### config.mk
export PLATFORM = sky130hd
export DESIGN_NAME = digit_scan_sequencer
export DESIGN_NICKNAME = d
export VERILOG_FILES = /design/src/rtl/scan_pkg.sv /design/src/rtl/scan_tick_divider.sv /design/src/rtl/digit_scan_sequencer.sv
export SDC_FILE = /design/constraint.sdc
export NUM_CORES = 1
export LEC_CHECK = 0
export BUFFER_PORTS_ARGS = -buffer_cell sky130_fd_sc_hd__clkbuf_2
export CORE_AREA = 2 2 60 77
export CTS_CLUSTER_DIAMETER = 200
export DETAILED_ROUTE_END_ITERATION = 16
export DIE_AREA = 0 0 62 79
export GPL_ROUTABILITY_DRIVEN = 0
export SLEW_MARGIN = 20
export SYNTH_ARGS = -nofsm -noshare
export SYNTH_HDL_FRONTEND = slang
export SYNTH_HIERARCHICAL = 1
export SYNTH_SLANG_ARGS = --single-unit
export TNS_END_PERCENT = 5
### constraint.sdc
create_clock -name clk -period 2.8 [get_ports clk]
set_input_delay 0.14 -clock clk [delete_from_list [all_inputs] [get_ports clk]]
set_output_delay 0.14 -clock clk [all_outputs]
set_load 0.1 [all_outputs]
### src/rtl/scan_pkg.sv
// Shared types and constants for the digit scan sequencer and its divider.
package scan_pkg;

  localparam int SCAN_IDX_W = 2;

  localparam logic SCAN_DIR_UP   = 1'b0;
  localparam logic SCAN_DIR_DOWN = 1'b1;

  typedef enum logic [1:0] {
    IDLE  = 2'd0,
    RUN   = 2'd1,
    BLANK = 2'd2
  } scan_state_e;

  // Modulo-4 step of the scan index in the requested direction.
  function automatic logic [SCAN_IDX_W-1:0] scan_next_idx(
    input logic [SCAN_IDX_W-1:0] idx,
    input logic                  dir
  );
    return (dir == SCAN_DIR_UP) ? idx + SCAN_IDX_W'(1) : idx - SCAN_IDX_W'(1);
  endfunction

endpackage

### src/rtl/scan_tick_divider.sv
// Dwell counter with clear/enable; flags terminal count when the count reaches the limit.
module scan_tick_divider #(
  parameter int DIV_WIDTH = 16
) (
  input  logic                 clk,
  input  logic                 reset_n,
  input  logic                 clr,
  input  logic                 en,
  input  logic [DIV_WIDTH-1:0] limit,
  output logic                 term
);

  logic [DIV_WIDTH-1:0] cnt_q;
  logic [DIV_WIDTH-1:0] cnt_d;

  always_comb begin
    cnt_d = cnt_q;
    if (clr) begin
      cnt_d = '0;
    end else if (en) begin
      cnt_d = cnt_q + DIV_WIDTH'(1);
    end
  end

  always_ff @(posedge clk or negedge reset_n) begin
    if (!reset_n) begin
      cnt_q <= '0;
    end else begin
      cnt_q <= cnt_d;
    end
  end

  // >= rather than == so a limit lowered mid-dwell still terminates next edge.
  assign term = (cnt_q >= limit);

endmodule

### src/rtl/digit_scan_sequencer.sv
// Scan sequencer driving the A/B select pair of a 2-to-4 decoder.
// Optional blanking between select changes is enabled with `define SCAN_BLANK_EN.
module digit_scan_sequencer
  import scan_pkg::*;
#(
  parameter int DIV_WIDTH    = 16,
  parameter int BLANK_CYCLES = 2
) (
  input  logic                 clk,
  input  logic                 reset_n,
  input  logic                 run,
  input  logic                 step,
  input  logic                 dir,
  input  logic [DIV_WIDTH-1:0] div,
  output logic                 A,
  output logic                 B,
  output logic                 tick,
  output logic                 blank
);

  // The divider counts the blank gap too, so its limit switches in BLANK.
  localparam logic [DIV_WIDTH-1:0] BLANK_LAST = DIV_WIDTH'(BLANK_CYCLES - 1);

  scan_state_e           state_q, state_d;
  logic [SCAN_IDX_W-1:0] idx_q, idx_d;
  logic                  tick_q, tick_d;
  logic                  cnt_clr, cnt_en, term;
  logic [DIV_WIDTH-1:0]  limit;

  assign limit = (state_q == BLANK) ? BLANK_LAST : div;

  scan_tick_divider #(
    .DIV_WIDTH(DIV_WIDTH)
  ) u_div (
    .clk    (clk),
    .reset_n(reset_n),
    .clr    (cnt_clr),
    .en     (cnt_en),
    .limit  (limit),
    .term   (term)
  );

`ifdef SCAN_BLANK_EN
  logic blank_q, blank_d;
`endif

  always_comb begin
    state_d = state_q;
    idx_d   = idx_q;
    tick_d  = 1'b0;
    cnt_clr = 1'b1;
    cnt_en  = 1'b0;
`ifdef SCAN_BLANK_EN
    blank_d = 1'b0;
`endif
    case (state_q)
      IDLE: begin
        if (run) begin
          state_d = RUN;
        end else if (step) begin
          idx_d  = scan_next_idx(idx_q, dir);
          tick_d = 1'b1;
        end
      end
      RUN: begin
        // A falling run beats a coincident terminal count.
        if (!run) begin
          state_d = IDLE;
        end else if (term) begin
`ifdef SCAN_BLANK_EN
          state_d = BLANK;
          blank_d = 1'b1;
`else
          idx_d  = scan_next_idx(idx_q, dir);
          tick_d = 1'b1;
`endif
        end else begin
          cnt_clr = 1'b0;
          cnt_en  = 1'b1;
        end
      end
`ifdef SCAN_BLANK_EN
      BLANK: begin
        if (!run) begin
          state_d = IDLE;
        end else if (term) begin
          state_d = RUN;
          idx_d   = scan_next_idx(idx_q, dir);
          tick_d  = 1'b1;
        end else begin
          cnt_clr = 1'b0;
          cnt_en  = 1'b1;
          blank_d = 1'b1;
        end
      end
`endif
      default: state_d = IDLE;
    endcase
  end

  always_ff @(posedge clk or negedge reset_n) begin
    if (!reset_n) begin
      state_q <= IDLE;
      idx_q   <= '0;
      tick_q  <= 1'b0;
    end else begin
      state_q <= state_d;
      idx_q   <= idx_d;
      tick_q  <= tick_d;
    end
  end

`ifdef SCAN_BLANK_EN
  always_ff @(posedge clk or negedge reset_n) begin
    if (!reset_n) begin
      blank_q <= 1'b0;
    end else begin
      blank_q <= blank_d;
    end
  end
  assign blank = blank_q;
`else
  assign blank = 1'b0;
`endif

  assign A    = idx_q[1];
  assign B    = idx_q[0];
  assign tick = tick_q;

endmodule
=== Yosys cells after proc, flatten, opt, wreduce, memory -nomap -nowiden ===
Cells that the tools add are included.

* Register bits: 21
* Output and inout bits: 4
* Logic and storage cells: 43

* Add/sub/neg operators: 3
* Order comparisons: 1
* Equal/unequal tests: 8
* Muxes and demuxes: 22
* Reduce and logical (&&, ||, !) cells: 5

{| class="wikitable"
|+ Operators with widths
! cell !! number
|-
| $mux 16 || 3
|-
| $add 16x1->16 const B || 1
|-
| $ge 16x16->1 || 1
|-
| $mux 2 || 7
|-
| $ne 2x2->1 const B || 6
|-
| $mux 1 || 9
|-
| $pmux 2 s2 || 2
|-
| $reduce_and 5->1 || 1
|-
| $reduce_bool 2->1 || 2
|-
| $add 2x1->2 const B || 1
|-
| $eq 2x1->1 const B || 1
|-
| $eq 2x2->1 const B || 1
|-
| $logic_not 2->1 || 1
|-
| $pmux 1 s2 || 1
|-
| $reduce_and 2->1 || 1
|-
| $sub 2x1->2 const B || 1
|}

=== Logic depth before layout (Yosys ltp) ===
* Depth in word-level cells: 8
* Depth in mapped cells: 13
* Depth with buffers taken out: 12

=== By module ===
Netlist, hierarchy kept.

{| class="wikitable"
|+ By module, submodules not included
! module !! times used !! cells an instance !! area each (um^2) !! seq. area each (um^2)
|-
| scan_tick_divider || 1 || 137 || 1226.2 || 400.4
|-
| digit_scan_sequencer || 1 || 17 || 187.7 || 100.1
|}

=== Worst setup path before layout ===
Ideal clock, no wire load.

* Path type: register to register
* From: register u_div.cnt_q[0]
* To: register u_div.cnt_q[15]
* Library setup time: 0.128 ns
* Arrival time: 2.744 ns
* Data required time: 2.672 ns
* Setup slack: -0.071 ns
* Cell stages (with the launch flop): 14
* Path buffers: 1
* Period minus slack after synthesis: 2.871 ns
* Path through: dfrtp_1 inv_1 ha_1 nand2b_1 a2111oi_0 or4_1 o211ai_1 or2_2 inv_1 buf_2 o21a_1 nand2_1 nor4_1 mux2_1

* Word-level cells in the longest chain between the ends: 5
* Elaborated cells on any way between the ends: 11

{| class="wikitable"
|+ RTL lines
! element !! RTL line !! source
|-
| start, declared || scan_tick_divider.sv:13 || <nowiki>logic [DIV_WIDTH-1:0] cnt_q;</nowiki>
|-
| start signal, assigned || scan_tick_divider.sv:29 || <nowiki>cnt_q <= cnt_d;</nowiki>
|-
| $ge 16x16->1 (*) || scan_tick_divider.sv:34 || <nowiki>assign term = (cnt_q >= limit);</nowiki>
|-
| named net term || digit_scan_sequencer.sv:27 || <nowiki>logic cnt_clr, cnt_en, term;</nowiki>
|-
| $mux 1 (*) || digit_scan_sequencer.sv:69 || <nowiki>end else if (term) begin</nowiki>
|-
| $mux 1 (*) || digit_scan_sequencer.sv:67 || <nowiki>if (!run) begin</nowiki>
|-
| $mux 1 (*) || digit_scan_sequencer.sv:56 || <nowiki>case (state_q)</nowiki>
|-
| named net cnt_clr || digit_scan_sequencer.sv:27 ||
|-
| $mux 16 or $reduce_bool 2->1 (tied branches) || n/a ||
|}

The timed path passes the listed nets; every way through them passes the cells marked *. The select of a mux whose other input is x is not followed.
A chain may end at the register's enable or synchronous reset.

=== Worst setup path in the final report ===
* From: register u_div.cnt_q[13]
* To: register u_div.cnt_q[10]

The elaborated chain is that of the path after synthesis.

==> metrics.md <==
| Metric | Value |
|---|---|
| Status | `finished clean` |
| Post-synth cell types | `39` |
| Combinational share of power | `0.264` |
| Yosys warns | `6` |
| Max Cap Violations | `0` |
| Worst vdd ir | `0.410 mV` |
| Worst path slowest cell | `or4_1` |
| Critical-path maximum fanout | `4` |
| Fin crit share | `0.990` |
| Global routing usage on met3 | `0.0147` |
| Main synth FF type | `dfrtp_1` |
| Die width | `about 62 um` |
| Hold slack | `roughly 0.017 ns` |
| DR WL/cell | `between 10 and 15 um` |
| Final hold viol count | `0` |
| Vias per Instance | `4.59` |
| Worst setup SP type | `register` |
| Int Power | `around 0.00055 W` |
| Diodes inserted | `0` |
| Initial core utilization | `0.335` |
| CTS H-tree lvls | `1` |
| CTS tree | `yes` |
| Mapped Nets | `between 150 and 200` |
| Post-synth top area cell | `dfrtp_1` |
| Residual DRC | `0` |
| CP peak stage delay | `0.52 ns` |
| Met1 Use GR | `0.180` |
| Num rows | `27` |
| Port Buffer Count | `23` |
| Syn avg cell area | `9.18 um^2` |
| FILL cells | `418` |
| Switch Pwr | `~0.00028 W` |
| Count leader, synth | `dfrtp_1` |
| First-pass GRT wire length | `around 5.2 mm` |
| DRT Pass-1 Iters | `4` |
| Post-route antenna net violation count | `0` |
| Die height | `~79 um` |
| CP top delay family | `simple AND/OR/NAND/NOR gates` |
| Fin crit period | `2.77 ns` |
| Worst Hold Class | `input port to register` |
| CTS Buf Count | `3` |
| Number of global-route vias before repair | `~1200` |
| Area Growth Syn to Fin | `38.5%` |
| Finished Layout Cells | `268` |
| Synth async-reset ratio | `1.00` |
| Max frequency | `between 300 and 400 MHz` |
| Synth top area cells | `dfrtp_1 (35%), ha_1 (15%), inv_1 (4.8%)` |
| Total grt overflow | `0` |
| Met2 track utilization from global routing | `0.234` |
| # clock sinks | `20` |
| Switch share | `0.338` |
| Largest net degree at the start of global routing | `21` |
| Leakage Power | `just under 1 nW` |
| Syn Inst Count | `~150` |
| Relative slew slack | `0.641` |
| Clock Latency Late Sink | `approximately 0.26 ns` |
| CTS Root Cell | `clkbuf_8` |
| Register area share after synthesis | `0.354` |
| Power Dens Cells | `around 420 nW/um^2` |
| Most used routing layer | `met2` |
| Post-Syn Area | `between 1000 and 1500 um^2` |
| CP arrival | `2.93 ns` |
| Nets | `249` |
| Critical Path, Cell by Cell | `ha_4, nand4_1, nand3b_1, or4_1, o211ai_1, or2_4, inv_1, o21a_1, buf_4, buf_4, nand4_1, xor2_1, nor2_1` |
| Core Area | `4220 um^2` |
| Worst Tran Pin Value | `0.540 ns` |
| Slew Limit Fails | `0` |
| Critical Path RT | `roughly 3.0 ns` |
| Crit path buffers/inverters | `3` |
| IO Count | `25` |
| Area fraction of the dominant cell type after synthesis | `0.354` |
| Crit path capture type | `register` |
| Tot GR Track Use | `0.143` |
| 1st-iter DRT viols | `27` |
| Sequential share of power | `0.387` |
| Final Routed Wirelength | `a little over 3 mm` |
| Clock Power Share | `0.349` |
| Clk_skew | `~0.006 ns` |
| Yosys reg bits | `20` |
| Post-synth EDFFs | `0` |
| Vias | `1230` |
| DP HPWL | `approximately 2.3 mm` |
| Finish-stage setup viols | `0` |
| Reg2Reg Setup Slack | `0.03 ns` |
| Die area | `between 4000 and 5000 um^2` |
| Clock transition at path regs | `around 0.080 ns` |
| Fraction of layout cells with a size suffix above 1 | `0.352` |
| Commonest cells post-synth | `dfrtp_1 (20), inv_1 (18), ha_1 (17), nor2_1 (16), nand2_1 (11)` |
| Initial antenna violation count | `0` |
| RSZ-0062 raised after global routing | `yes` |
| Type of the worst setup path | `register to register` |
| Inst Count DP | `between 200 and 300` |
| CTS Buffer Depth | `2` |
[sequential cells by signal, indices dropped and copies added, names as in the netlist]
register,flops
tick,1
idx_q,2
state_q,1
u_div/cnt_q,16
[worst paths after layout]
check | start | end | depth (start not counted)
max | u_div/cnt_q[13]$_DFFE_PN0P_ | u_div/cnt_q[10]$_DFFE_PN0P_ | 13
min | run | state_q[0]$_DFFE_PN0P_ | 1
max reg2reg | u_div/cnt_q[13]$_DFFE_PN0P_ | u_div/cnt_q[10]$_DFFE_PN0P_ | 13
min reg2reg | idx_q[1]$_DFFE_PN0P_ | idx_q[1]$_DFFE_PN0P_ | 1
max in group asynchronous | reset_n | u_div/cnt_q[4]$_DFFE_PN0P_ | 2
min in group asynchronous | reset_n | state_q[0]$_DFFE_PN0P_ | 2
[layer usage]
metal  vias to the layer above  wire [um]
li1                        640          -
met1                       555       1360
met2                        29       1530
met3                         6        104
met4                         0         83
met5                         -          0
[repair_timing]
action                     4_1_cts  5_1_grt
hold buffers                     1        0
setup endpoints to repair        8        9
buffers inserted                 8        0
pin swaps                        4        7
resized for setup                4        4
hold endpoints to repair        20        0
[area by class of cell]
cell class | instances | area [um^2] | share of cell area
Clock buffer | 3 | 41.3 | 0.0211
Tap cell | 58 | 72.6 | 0.0371
Sequential cell | 20 | 500 | 0.256
Inverter | 18 | 67.6 | 0.0345
Timing Repair Buffer | 57 | 373 | 0.190
Clock inverter | 1 | 30.0 | 0.0153
Multi-Input combinational cell | 111 | 873 | 0.446
[worst register-to-register path: cells and delay by family, from the launching register on]
kind / cells / cell delay [ns]
flops: 1 / 0.41
buf+inv: 3 / 0.32
simple gates: 6 / 1.17
fa+ha+maj: 1 / 0.27
compound gates: 2 / 0.34
xor+xnor: 1 / 0.15
[cell usage in the layout (no fill, tap or decap), types with 2 or more instances in the layout]
master and n:
a21oi_1 8, a21oi_2 2, and4_1 3, buf_4 33, clkbuf_2 23, clkbuf_8 3, dfrtp_1 20, ha_1 14
ha_4 3, inv_1 18, mux2_1 2, nand2_1 11, nand4_1 7, nor2_1 16, nor2b_1 2, o21ai_0 5
or3_1 2, xnor2_1 6, xor2_1 7
[through the flow]
| step | worst slack, ns | power (W) | area (um^2) | utilization | setup TNS (ns) |
|---|---|---|---|---|---|
| global route | -0.124 | 0.000872 | 1960 | 0.464 | -0.768 |
| global placement | -0.114 | 0.000537 | 1760 | 0.417 | -0.329 |
| floorplan | -0.0288 | 0.000491 | 1420 | - | -0.0288 |
| CTS | 0.0163 | 0.000840 | 1920 | 0.456 | 0 |
| detailed placement | -0.0931 | 0.000539 | 1760 | 0.417 | -0.278 |
| finish | 0.0278 | 0.000829 | 1960 | 0.464 | 0 |
[kinds of logic after synthesis]
family / after synthesis / share of synthesized area
other: 1 / 0.00265
AND/OR/NAND/NOR: 57 / 0.236
AO/OA/AOI/OAI: 20 / 0.0814
buffers and inverters: 23 / 0.0717
adder cells (fa/ha/maj): 17 / 0.150
flip-flops: 20 / 0.354
XOR/XNOR: 13 / 0.0805
multiplexers: 3 / 0.0230
[power by group through the flow]
stage | registers (W) | clock network [W] | logic (W)
floorplan | 0.000438 | 0 | 0.0000531
global placement | 0.000326 | 0 | 0.000211
detailed placement | 0.000325 | 0 | 0.000213
CTS | 0.000321 | 0.000300 | 0.000219
global route | 0.000324 | 0.000314 | 0.000234
finish | 0.000321 | 0.000290 | 0.000219
No activity file was read; power rests on OpenSTA's default activity.
